`src/rtl/player_input_arbiter.sv`:
```
// Player buzzer input arbiter.
// Conditions four raw buzzer buttons (synchronize, debounce, edge-detect)
// and latches the first player to press during a round until the CPU re-arms.
module player_input_arbiter #(
   parameter int DEBOUNCE_COUNT = 50000,
   parameter int CNT_BITS       = 16
) (
   input  logic       clk,
   input  logic       rst,
   input  logic [3:0] buttons,
   input  logic       gameHasStarted,
   input  logic       clear,
   output logic       playerInputFlag,
   output logic [1:0] firstPlayerFlag,
   output logic       allButtons,
   output logic [3:0] pressPulse
);

   // Terminal count of the debounce counter; the level flips on the edge
   // where the counter sits here and the input still disagrees.
   localparam logic [CNT_BITS-1:0] LP_CNT_MAX = CNT_BITS'(DEBOUNCE_COUNT - 1);

   typedef enum logic [1:0] {
      ST_IDLE   = 2'd0,
      ST_ARMED  = 2'd1,
      ST_LOCKED = 2'd2
   } state_t;

   logic [3:0]          r_sync1;
   logic [3:0]          r_sync2;
   logic [3:0]          r_deb;
   logic [3:0]          r_debD;
   logic [CNT_BITS-1:0] r_cnt [4];
   state_t              r_state;
   logic                r_playerInputFlag;
   logic [1:0]          r_firstPlayerFlag;

   logic [3:0]          w_pressPulse;
   logic [1:0]          w_winner;

   // Two-flop synchronizer bringing the asynchronous buttons into the clock domain.
   always_ff @(posedge clk) begin
      if (rst) begin
         r_sync1 <= 4'b0000;
         r_sync2 <= 4'b0000;
      end else begin
         r_sync1 <= buttons;
         r_sync2 <= r_sync1;
      end
   end

   // Per-button debounce: a level change is accepted only after DEBOUNCE_COUNT
   // consecutive disagreeing cycles; any agreeing cycle restarts the count.
   always_ff @(posedge clk) begin
      if (rst) begin
         r_deb <= 4'b0000;
         for (int i = 0; i < 4; i++) begin
            r_cnt[i] <= '0;
         end
      end else begin
         for (int i = 0; i < 4; i++) begin
            if (r_sync2[i] == r_deb[i]) begin
               r_cnt[i] <= '0;
            end else if (r_cnt[i] == LP_CNT_MAX) begin
               r_deb[i] <= r_sync2[i];
               r_cnt[i] <= '0;
            end else begin
               r_cnt[i] <= r_cnt[i] + CNT_BITS'(1);
            end
         end
      end
   end

   // Delayed copy of the debounced levels for rising-edge detection.
   always_ff @(posedge clk) begin
      if (rst) begin
         r_debD <= 4'b0000;
      end else begin
         r_debD <= r_deb;
      end
   end

   assign w_pressPulse = r_deb & ~r_debD;

   // Lowest-index press wins a tie, so player 1 has priority on simultaneous presses.
   always_comb begin
      w_winner = 2'd0;
      if (w_pressPulse[0]) begin
         w_winner = 2'd0;
      end else if (w_pressPulse[1]) begin
         w_winner = 2'd1;
      end else if (w_pressPulse[2]) begin
         w_winner = 2'd2;
      end else if (w_pressPulse[3]) begin
         w_winner = 2'd3;
      end
   end

   // Round FSM: a dropped gameHasStarted beats clear, and clear beats a new
   // press, so a press arriving with clear in LOCKED is thrown away.
   always_ff @(posedge clk) begin
      if (rst) begin
         r_state           <= ST_IDLE;
         r_playerInputFlag <= 1'b0;
         r_firstPlayerFlag <= 2'd0;
      end else begin
         case (r_state)
            ST_IDLE: begin
               r_playerInputFlag <= 1'b0;
               r_firstPlayerFlag <= 2'd0;
               if (gameHasStarted) begin
                  r_state <= ST_ARMED;
               end
            end
            ST_ARMED: begin
               if (!gameHasStarted) begin
                  r_state           <= ST_IDLE;
                  r_playerInputFlag <= 1'b0;
                  r_firstPlayerFlag <= 2'd0;
               end else if (|w_pressPulse) begin
                  r_state           <= ST_LOCKED;
                  r_playerInputFlag <= 1'b1;
                  r_firstPlayerFlag <= w_winner;
               end
            end
            ST_LOCKED: begin
               if (!gameHasStarted) begin
                  r_state           <= ST_IDLE;
                  r_playerInputFlag <= 1'b0;
                  r_firstPlayerFlag <= 2'd0;
               end else if (clear) begin
                  r_state           <= ST_ARMED;
                  r_playerInputFlag <= 1'b0;
               end
            end
            default: begin
               r_state           <= ST_IDLE;
               r_playerInputFlag <= 1'b0;
               r_firstPlayerFlag <= 2'd0;
            end
         endcase
      end
   end

   assign playerInputFlag = r_playerInputFlag;
   assign firstPlayerFlag = r_firstPlayerFlag;
   assign allButtons      = &r_deb;
   assign pressPulse      = w_pressPulse;

endmodule

```
`config.mk`:
```
export PLATFORM = sky130hd
export DESIGN_NAME = player_input_arbiter
export DESIGN_NICKNAME = d
export VERILOG_FILES = /design/src/rtl/player_input_arbiter.sv
export SDC_FILE = /design/constraint.sdc
export NUM_CORES = 1
export LEC_CHECK = 0
export ABC_AREA = 1
export ABC_CLOCK_PERIOD_IN_PS = 2000
export CORE_ASPECT_RATIO = 1.4
export CORE_MARGIN = 2
export CORE_UTILIZATION = 40
export DETAILED_ROUTE_END_ITERATION = 12
export PLACE_DENSITY_LB_ADDON = 0.08
export SYNTH_ARGS = -nofsm -noshare
export SYNTH_HDL_FRONTEND = slang
export SYNTH_SLANG_ARGS = --single-unit
```
`constraint.sdc`:
```
create_clock -name clk -period 2 [get_ports clk]
set_input_delay 0.2 -clock clk [delete_from_list [all_inputs] [get_ports clk]]
set_output_delay 0.2 -clock clk [all_outputs]
set_load 0.05 [all_outputs]
```
==> results of run 1 <==
## routing by layer
layer / vias up / global-route usage [%] / wire length, um
met5: - / 0 / 0
met4: 0 / 6.91 / 182
met3: 14 / 2.75 / 212
met2: 43 / 26.2 / 4210
met1: 1581 / 17.9 / 4030
li1: 1945 / - / -
## final timing paths
path | start | end | slack, ps | cells after the start
hold / removal | buttons[1] | r_sync1[1] | 380 | 3
hold reg to reg | r_sync1[0] | r_sync2[0] | 400 | 2
setup reg to reg | r_cnt[1][0] | r_cnt[1][2] | 220 | 8
setup / recovery | r_deb[1] | pressPulse[1] | 110 | 3
## kinds of logic after synthesis
family | after synthesis
and+or+nand+nor | 316
other | 1
AOI/OAI and AO/OA | 55
adders and majority gates | 4
buffers and inverters | 76
xor gates and xnor gates | 22
DFF | 85
## stage by stage
stage | std cells | utilization [%]
2_1_floorplan | 622 | -
3_3_place_gp | 776 | 45.4
3_5_place_dp | 776 | 45.4
4_1_cts | 792 | 48.2
5_1_grt | 792 | 48.2
6_report | 792 | 48.2
## where the power goes
part	internal (mW)	total (mW)	switching [mW]
clock	1.09	1.78	0.689
combinational	0.0639	0.182	0.118
sequential	1.96	2.02	0.0607
## Yosys cell counts
| master | n | area (um2) |
|---|---|---|
| nand2_2 | 6 | 37.5 |
| edfxtp_1 | 64 | 1920 |
| buf_6 | 3 | 33.8 |
| inv_2 | 1 | 3.75 |
| xor2_1 | 11 | 96.3 |
| or2_0 | 3 | 18.8 |
| o21ai_0 | 11 | 55.1 |
| a21oi_1 | 37 | 185 |
| buf_12 | 1 | 20.0 |
| a21oi_2 | 4 | 35.0 |
| nand3_2 | 1 | 10.0 |
| nor4_1 | 1 | 6.26 |
| nor2_2 | 9 | 56.3 |
| buf_1 | 1 | 3.75 |
| inv_1 | 68 | 255 |
| o21ai_1 | 1 | 5.00 |
| nor3_2 | 2 | 20.0 |
| clkinv_2 | 1 | 5.00 |
| conb_1 | 1 | 3.75 |
| or2_1 | 2 | 12.5 |
| ha_1 | 4 | 50.1 |
| nor2_4 | 2 | 22.5 |
| and2_1 | 1 | 6.26 |
| nand3b_1 | 3 | 22.5 |
| or2_2 | 3 | 18.8 |
| nor2_1 | 106 | 398 |
| nand4_1 | 17 | 106 |
| buf_2 | 1 | 5.00 |
| nand3_1 | 40 | 200 |
| dfxtp_1 | 21 | 420 |
| o211ai_1 | 1 | 7.51 |
| o21bai_1 | 1 | 7.51 |
| xnor2_1 | 11 | 96.3 |
| nand2_1 | 112 | 420 |
| nor3_1 | 8 | 40.0 |
## flip-flops by register name (all words and copies together), names as in the netlist
register and cells:
r_cnt 64, r_debD 4, r_deb 4, r_sync1 4
r_sync2 4, firstPlayerFlag 2, r_state 2, playerInputFlag 1
## layout make-up
cell class / count / area (um2) / share of cell area [%]
Clock inverter: 7 / 90.1 / 1.66
Inverter: 70 / 264 / 4.85
Clock buffer: 9 / 225 / 4.14
Sequential cell: 85 / 2340 / 43.1
Timing Repair Buffer: 16 / 156 / 2.88
Tap cell: 144 / 180 / 3.31
Multi-Input combinational cell: 461 / 2180 / 40.1
## what timing repair did
action / 4_1_cts / 5_1_grt
setup endpoints to repair: 1 / 1
cloned: 0 / 0
hold buffers: 0 / 0
pin swaps: 0 / 0
gates resized for setup: 1 / 1
## layout by cell type (no fill, tap or decap), drive strengths merged
cell | synthesis | final
a21oi | 41 | 41
and2 | 1 | 1
buf | 6 | 2
bufinv | 0 | 2
clkbuf | 0 | 9
clkdlybuf4s50 | 0 | 12
clkinv | 1 | 5
clkinvlp | 0 | 1
conb | 1 | 64
dfxtp | 21 | 21
dlygate4sd2 | 0 | 1
dlymetal6s2s | 0 | 1
edfxtp | 64 | 64
ha | 4 | 4
inv | 69 | 69
nand2 | 118 | 118
nand3 | 41 | 41
nand3b | 3 | 3
nand4 | 17 | 17
nor2 | 117 | 117
nor3 | 10 | 10
nor4 | 1 | 1
o211ai | 1 | 1
o21ai | 12 | 12
o21bai | 1 | 1
or2 | 8 | 8
xnor2 | 11 | 11
xor2 | 11 | 11
## worst register-to-register path: cells and delay by family (launching register included)
kind | cells | cell delay [ps]
buffers and inverters | 1 | 70
AND/OR/NAND/NOR | 6 | 820
flip-flops | 1 | 410
adder cells (fa/ha/maj) | 1 | 210
==> out/qor.txt, run 1 <==
Status: completed
Synth Area in Compound Gates: 6.41%
Ant diodes: 0
Clock-pin slew on the worst setup and hold paths: 60 ps
Boundary Pins: 16
Sequential-to-total area share from yosys stat: 50.8%
Total Wirelength: 8630 um
Achievable frequency: 529 MHz
Sink Count: 85
Post-Syn Instances: 559
Main combinational cell family by area after synthesis: simple AND/OR/NAND/NOR gates
Nets: 655
I/O Buffers: 15
Worst-Margin Slew: 498 ps
P_leak: 2.15 nW
Crit path buf inv count: 2
Worst Path Max Fanout: 4
Clk buf depth: 2
Tot Pwr: 3.98 mW
Drt wl/cell: 10.9 um
Max-slew headroom: 66.7%
HP Class: input port to flip-flop
Die width: 94.7 um
Slowest Stage Delay on Critical Path: 790 ps
Yosys cell types: 35
Adder-Cell Fraction of Synth Area: 1.09%
CP Launch Type: flip-flop
Period utilization: 94.6%
Placed wire-length estimate: 6540 um
DRC viols: 0
Final setup fails: 0
Number of global-route vias before repair: 3,458
H-tree depth: 3
Setup Buffers After CTS: 0
Hold Vio Cnt, Final: 0
CP cell instances: nand2_1 > inv_1 > clkdlybuf4s50_1
Crit path time final: 1890 ps
DR vias/cell: 4.52
Fin area: 0.00544 mm2
Clk_lat worst skew: 340 ps
Critical path's slowest cell: clkdlybuf4s50_1
Die area: 0.0124 mm2
Std cell rows: 46
Fraction of the mapped netlist area in simple logic gates: 30.3%
Synthesized flop and latch total: 85
Num CTS Buffers: 9
Cell chosen for the clock root: clkbuf_16
Critical path endpoint category: output port
Max-Cap Viols: 0
Vias: 3,583
Proportion of synthesized area in mux cells: 0%
Max Slew Vio Count: 0
Clock Skew: 6.84 ps
Gr usage total: 15.0%
DP Area: 0.00512 mm2
Hold slack: 376 ps
Synth Area in XOR/XNOR: 4.18%
Synth Cell Area: 0.00461 mm2
CORE AREA: 0.0113 mm2
Pre-CTS setup slack: 204 ps
1st-iter DRT viols: 147
Pwr Density: 732 mW/mm2
Area growth, synth to finish: 18.1%
DRT antenna net count: 0
Layout fillers: 1,155
Setup TNS Final: 0 ps
RSZ-0062 raised after global routing: false
Worst IR Drop VDD: 0.435 mV
Crit path kind: flip-flop to output port
Syn. warnings: 0
Gp weighted congestion: 0.855
Drt pass-1 iters: 7
CP top delay family: buffers and inverters
Initial Util: 40.8%
CTS tree: built
CP Data Required Time: 1800 ps
First-pass GRT wire length: 14,800 um
Initial antenna violation count: 0
Worst Path Arrival: 1690 ps
Chip height: 131 um
Final WS setup: 108 ps
Largest net degree at the start of global routing: 18
Share of layout cells above drive strength 1: 7.25%
Grt ovf: 0
Syn_area_per_cell: 8.24 um2
Power figures use the tool's default switching activity.
==> run 2, diff against run 1 <==
- ABC_AREA: 1 -> not set
==> out/qor.txt, run 2 <==
Synthesized flop and latch total: 85
CP top delay family: simple AND/OR/NAND/NOR gates
Ant diodes: 0
Achievable frequency: 524 MHz
Boundary Pins: 16
Clock Skew: 5.31 ps
Critical path's slowest cell: or4_1
Syn. warnings: 0
Die area: 0.0116 mm2
DRT antenna net count: 0
Hold Vio Cnt, Final: 0
Worst Path Arrival: 1990 ps
Nets: 526
Worst IR Drop VDD: 0.414 mV
Max-slew headroom: 66.3%
Cell chosen for the clock root: clkbuf_16
Sequential-to-total area share from yosys stat: 54.4%
DRC viols: 0
I/O Buffers: 15
Yosys cell types: 43
Drt pass-1 iters: 4
Area contributors post-synth: edfxtp_1 45%, xnor2_1 11%, dfxtp_1 9.8%
Post-Syn Instances: 406
Initial Util: 41.4%
Num CTS Buffers: 9
First-pass GRT wire length: 12,900 um
CP cell instances: or4_1 > nor4_2 > or3_4 > nor2_1
CORE AREA: 0.0104 mm2
Share of flip-flops with an asynchronous set or reset: 0%
CP Launch Type: flip-flop
Commonest cells after routing, fill and taps aside: 84 x nor2_1, 64 x edfxtp_1, 64 x conb_1
Crit path buf inv count: 0
Max Slew Vio Count: 0
Status: completed
Number of enable flip-flop cells after synthesis: 64
CP Data Required Time: 2080 ps
Worst Path Max Fanout: 16
Area leader, netlist: edfxtp_1
Period utilization: 95.4%
Pwr Density: 712 mW/mm2
Layout fillers: 961
Area growth, synth to finish: 23.0%
Multi-input logic area: 0.00207 mm2
Clock-pin slew on the worst setup and hold paths: 60 ps
Largest net degree at the start of global routing: 17
RSZ-0062 raised after global routing: false
Chip height: 127 um
Synth Cell Area: 0.00431 mm2
Final setup fails: 0
Grt ovf: 0
Yosys top cell area share: 44.6%
Syn_area_per_cell: 10.6 um2
Crit path kind: flip-flop to flip-flop
Die width: 91.7 um
HP Class: input port to flip-flop
Register Area: 0.00234 mm2
Drt wl/cell: 11.5 um
Clk buf depth: 2
Count leader, synth: nor2_1
H-tree depth: 3
P_leak: 1.87 nW
Tot Pwr: 3.77 mW
CTS tree: built
Vias: 3,031
Gp weighted congestion: 0.774
Share of layout cells above drive strength 1: 11.2%
Slowest Stage Delay on Critical Path: 550 ps
Largest register FFs: 64
Critical path endpoint category: flip-flop
1st-iter DRT viols: 94
Gr usage total: 13.8%
Worst-Margin Slew: 505 ps
Sink Count: 85
Utilization after layout: 50.9%
Number of global-route vias before repair: 2,922
Ys flop type: edfxtp_1
Std cell rows: 44
Crit path time final: 1910 ps
Synth cell count leaders: 84 x nor2_1, 64 x edfxtp_1, 52 x xnor2_1
Initial antenna violation count: 0
Placed wire-length estimate: 5520 um
Biggest register: r_cnt
DR vias/cell: 4.61
Setup Buffers After CTS: 0
Commonest non-fill, non-tap cell in the layout: nor2_1
Clk_lat worst skew: 330 ps
Total Wirelength: 7570 um
Max-Cap Viols: 0
run 2: layout make-up:
class                      count  share of cell area (%)
multi-input combinational    359                    39.0
clock inverter                 1                  0.0945
clock buffer                  15                    5.05
tap                          138                    3.26
inverter                      15                    1.06
timing repair buffer          44                    7.27
sequential                    85                    44.2
run 2: worst reg2reg max path, cell delays in order, from the launching register on:
cell      delay [ps]
edfxtp_1         370
or4_1            550
nor4_2           360
or3_4            300
nor2_1            70
run 2: metrics by stage:
stage	setup TNS [ps]	instances	setup WS (ps)	area (um2)	hold slack, ps
after global placement	-144	641	-19.1	5010	428
after floorplan	0	469	38.0	4550	328
after detailed placement	-375	641	-36.9	5010	431
final	0	657	92.3	5300	425
after CTS	0	657	9.66	5290	414
after global routing	0	657	4.79	5300	426
run 2: path summary, 6_finish.rpt:
kind / startpoint / to / slack (ps) / depth (start not counted)
min: buttons[2] / r_sync1[2] / 430 / 2
max: r_cnt[3][4] / r_cnt[3][10] / 90 / 4
min reg2reg: r_sync1[2] / r_sync2[2] / 440 / 1
max reg2reg: r_cnt[3][4] / r_cnt[3][10] / 90 / 4
run 2: logic make-up (layout without fill, tap and decap cells):
logic type | after synthesis | in the layout | synth area share, %
buf+inv | 25 | 75 | 3.57
other cells | 1 | 64 | 0.0871
mux | 5 | 5 | 1.22
compound gates | 11 | 11 | 1.80
flops | 85 | 85 | 54.4
fa+ha+maj | 4 | 4 | 1.16
xor+xnor | 59 | 59 | 12.0
simple gates | 216 | 216 | 25.7
run 2: layer usage:
| layer | track usage (%) | up-vias | routed length [um] |
|---|---|---|---|
| li1 | - | 1583 | - |
| met1 | 16.1 | 1409 | 3310 |
| met2 | 24.5 | 29 | 3960 |
| met3 | 1.84 | 10 | 159 |
| met4 | 7.31 | 0 | 140 |
| met5 | 0 | - | 0 |
run 2: report_power, final:
| part | switching (mW) | leakage (nW) | internal, mW |
|---|---|---|---|
| registers | 0.0569 | 0.831 | 1.96 |
| clock network | 0.632 | 0.134 | 0.910 |
| logic | 0.109 | 0.904 | 0.102 |
| total | 0.798 | 1.87 | 2.97 |
run 2: repair_timing:
| action | in CTS | in global routing |
|---|---|---|
| endpoints found under the setup margin | 16 | 17 |
| resized for setup | 1 | 2 |
| hold endpoints to repair | 0 | 0 |
| hold buffers | 0 | 0 |
==> run 3, diff against run 2 <==
- DONT_BUFFER_PORTS: not set -> 1
==> out/qor.txt, run 3 (synthesized netlist as in run 2, its figures left out) <==
Worst Hold Depth: 2
Placed wire-length estimate: 5710 um
DP Area: 0.00491 mm2
Die area: 0.0116 mm2
Commonest non-fill, non-tap cell in the layout: nor2_1
Nets: 522
Number of global-route vias before repair: 3,007
Grt ovf: 0
Drt pass-1 iters: 4
Pwr Density: 764 mW/mm2
Largest net degree at the start of global routing: 19
H-tree depth: 3
CTS tree: built
Share of layout cells above drive strength 1: 12.4%
HP Class: input port to flip-flop
Sink Count: 85
Critical path endpoint category: flip-flop
Worst Path Arrival: 1990 ps
Layout fillers: 988
Worst R2R Path Depth: 5
Vias: 3,049
Multi-input logic area: 0.00208 mm2
Num CTS Buffers: 9
CORE AREA: 0.0104 mm2
DR vias/cell: 4.67
Grt peak-use layer: met2
Die width: 91.7 um
Final setup fails: 0
Clock Skew: 5.16 ps
Max Slew Vio Count: 0
Clock-pin slew on the worst setup and hold paths: 60 ps
Biggest register: r_cnt
Initial Util: 41.4%
Fin area: 0.00533 mm2
Std cell rows: 44
Gp weighted congestion: 0.798
Area growth, synth to finish: 23.7%
Worst-Margin Slew: 715 ps
Largest register FFs: 64
Crit path time final: 1910 ps
Register Area: 0.00234 mm2
Worst Path Max Fanout: 16
I/O Buffers: 0
Boundary Pins: 16
Hold Vio Cnt, Final: 0
Tot Pwr: 4.07 mW
Ant diodes: 0
Total Wirelength: 7960 um
DRT antenna net count: 0
CP Launch Type: flip-flop
DRC viols: 0
Drt wl/cell: 12.2 um
Clk buf depth: 2
Initial antenna violation count: 0
Status: completed
Chip height: 127 um
RSZ-0062 raised after global routing: false
Period utilization: 95.3%
Max-slew headroom: 52.2%
First-pass GRT wire length: 13,800 um
Clk_lat worst skew: 340 ps
Max-Cap Viols: 0
Met2 usage: 26.1%
CP Data Required Time: 2090 ps
Crit path kind: flip-flop to flip-flop
GRT met1 Usage: 18.0%
P_leak: 1.89 nW
Commonest cells after routing, fill and taps aside: 84 x nor2_1, 64 x edfxtp_1, 64 x conb_1
Gr usage total: 15.0%
Cell chosen for the clock root: clkbuf_16
Worst IR Drop VDD: 0.455 mV
1st-iter DRT viols: 133
Routing usage on met3: 2.61%
Achievable frequency: 525 MHz
==> run 3: cell types whose count changed in the layout (fill, tap and decap cells not counted), sizes merged <==
cell           before  now
dlymetal6s2s        1    0
buf                33   35
dlygate4sd3         0    5
bufinv              0    1
clkdlybuf4s50      10    0
clkbuf             15   14
==> run 3: final timing paths <==
kind / slack (ps) / start / end
max: 90 / r_cnt[2][4] / r_cnt[2][8]
min: 30 / rst / r_state[1]
max reg2reg: 90 / r_cnt[2][4] / r_cnt[2][8]
min reg2reg: 440 / r_sync1[3] / r_sync2[3]
==> run 3: layout make-up <==
cell class                      count  area share [%]
Sequential cell                    85            44.0
Multi-Input combinational cell    359            39.0
Timing Repair Buffer               40            6.34
Clock buffer                       14            5.73
Tap cell                          138            3.24
Inverter                           15            1.06
Clock inverter                      2           0.658
==> run 3: critical path: stages, from the launching register on <==
cell	delay, ps
edfxtp_1	380
or4bb_1	570
nor4_4	310
or3_1	190
buf_12	150
nor2_1	60
==> run 3: where the power goes <==
| part | internal, mW | switching, mW |
|---|---|---|
| clock network | 1.18 | 0.670 |
| logic | 0.0960 | 0.104 |
| registers | 1.96 | 0.0599 |
==> run 3: layer usage <==
layer | vias to the layer above | part of all wire [%]
met5 | - | 0
met4 | 0 | 2.3
met3 | 16 | 1.7
met2 | 24 | 52
met1 | 1428 | 43
li1 | 1581 | -
==> run 3: stage by stage <==
| stage | TNS, ps | setup slack, ps | util, % | cells | hold slack [ps] |
|---|---|---|---|---|---|
| after floorplan | 0 | 38.0 | - | 469 | 328 |
| after global placement | -4.01 | -4.01 | 47.2 | 632 | 278 |
| after detailed placement | -7.08 | -5.75 | 47.2 | 632 | 281 |
| after CTS | 0 | 59.2 | 51.0 | 653 | 19.0 |
| after global routing | 0 | 12.5 | 51.2 | 653 | 29.4 |
| final | 0 | 94.2 | 51.2 | 653 | 34.6 |
==> run 3: repair_timing <==
item                                    in CTS  in global routing
buffers inserted                             0                  0
endpoints found under the hold margin       19                  0
pin swaps                                    0                  1
gates cloned                                 0                  0
hold buffers                                 5                  0
endpoints found under the setup margin      12                 18
gates resized for setup                      1                  2
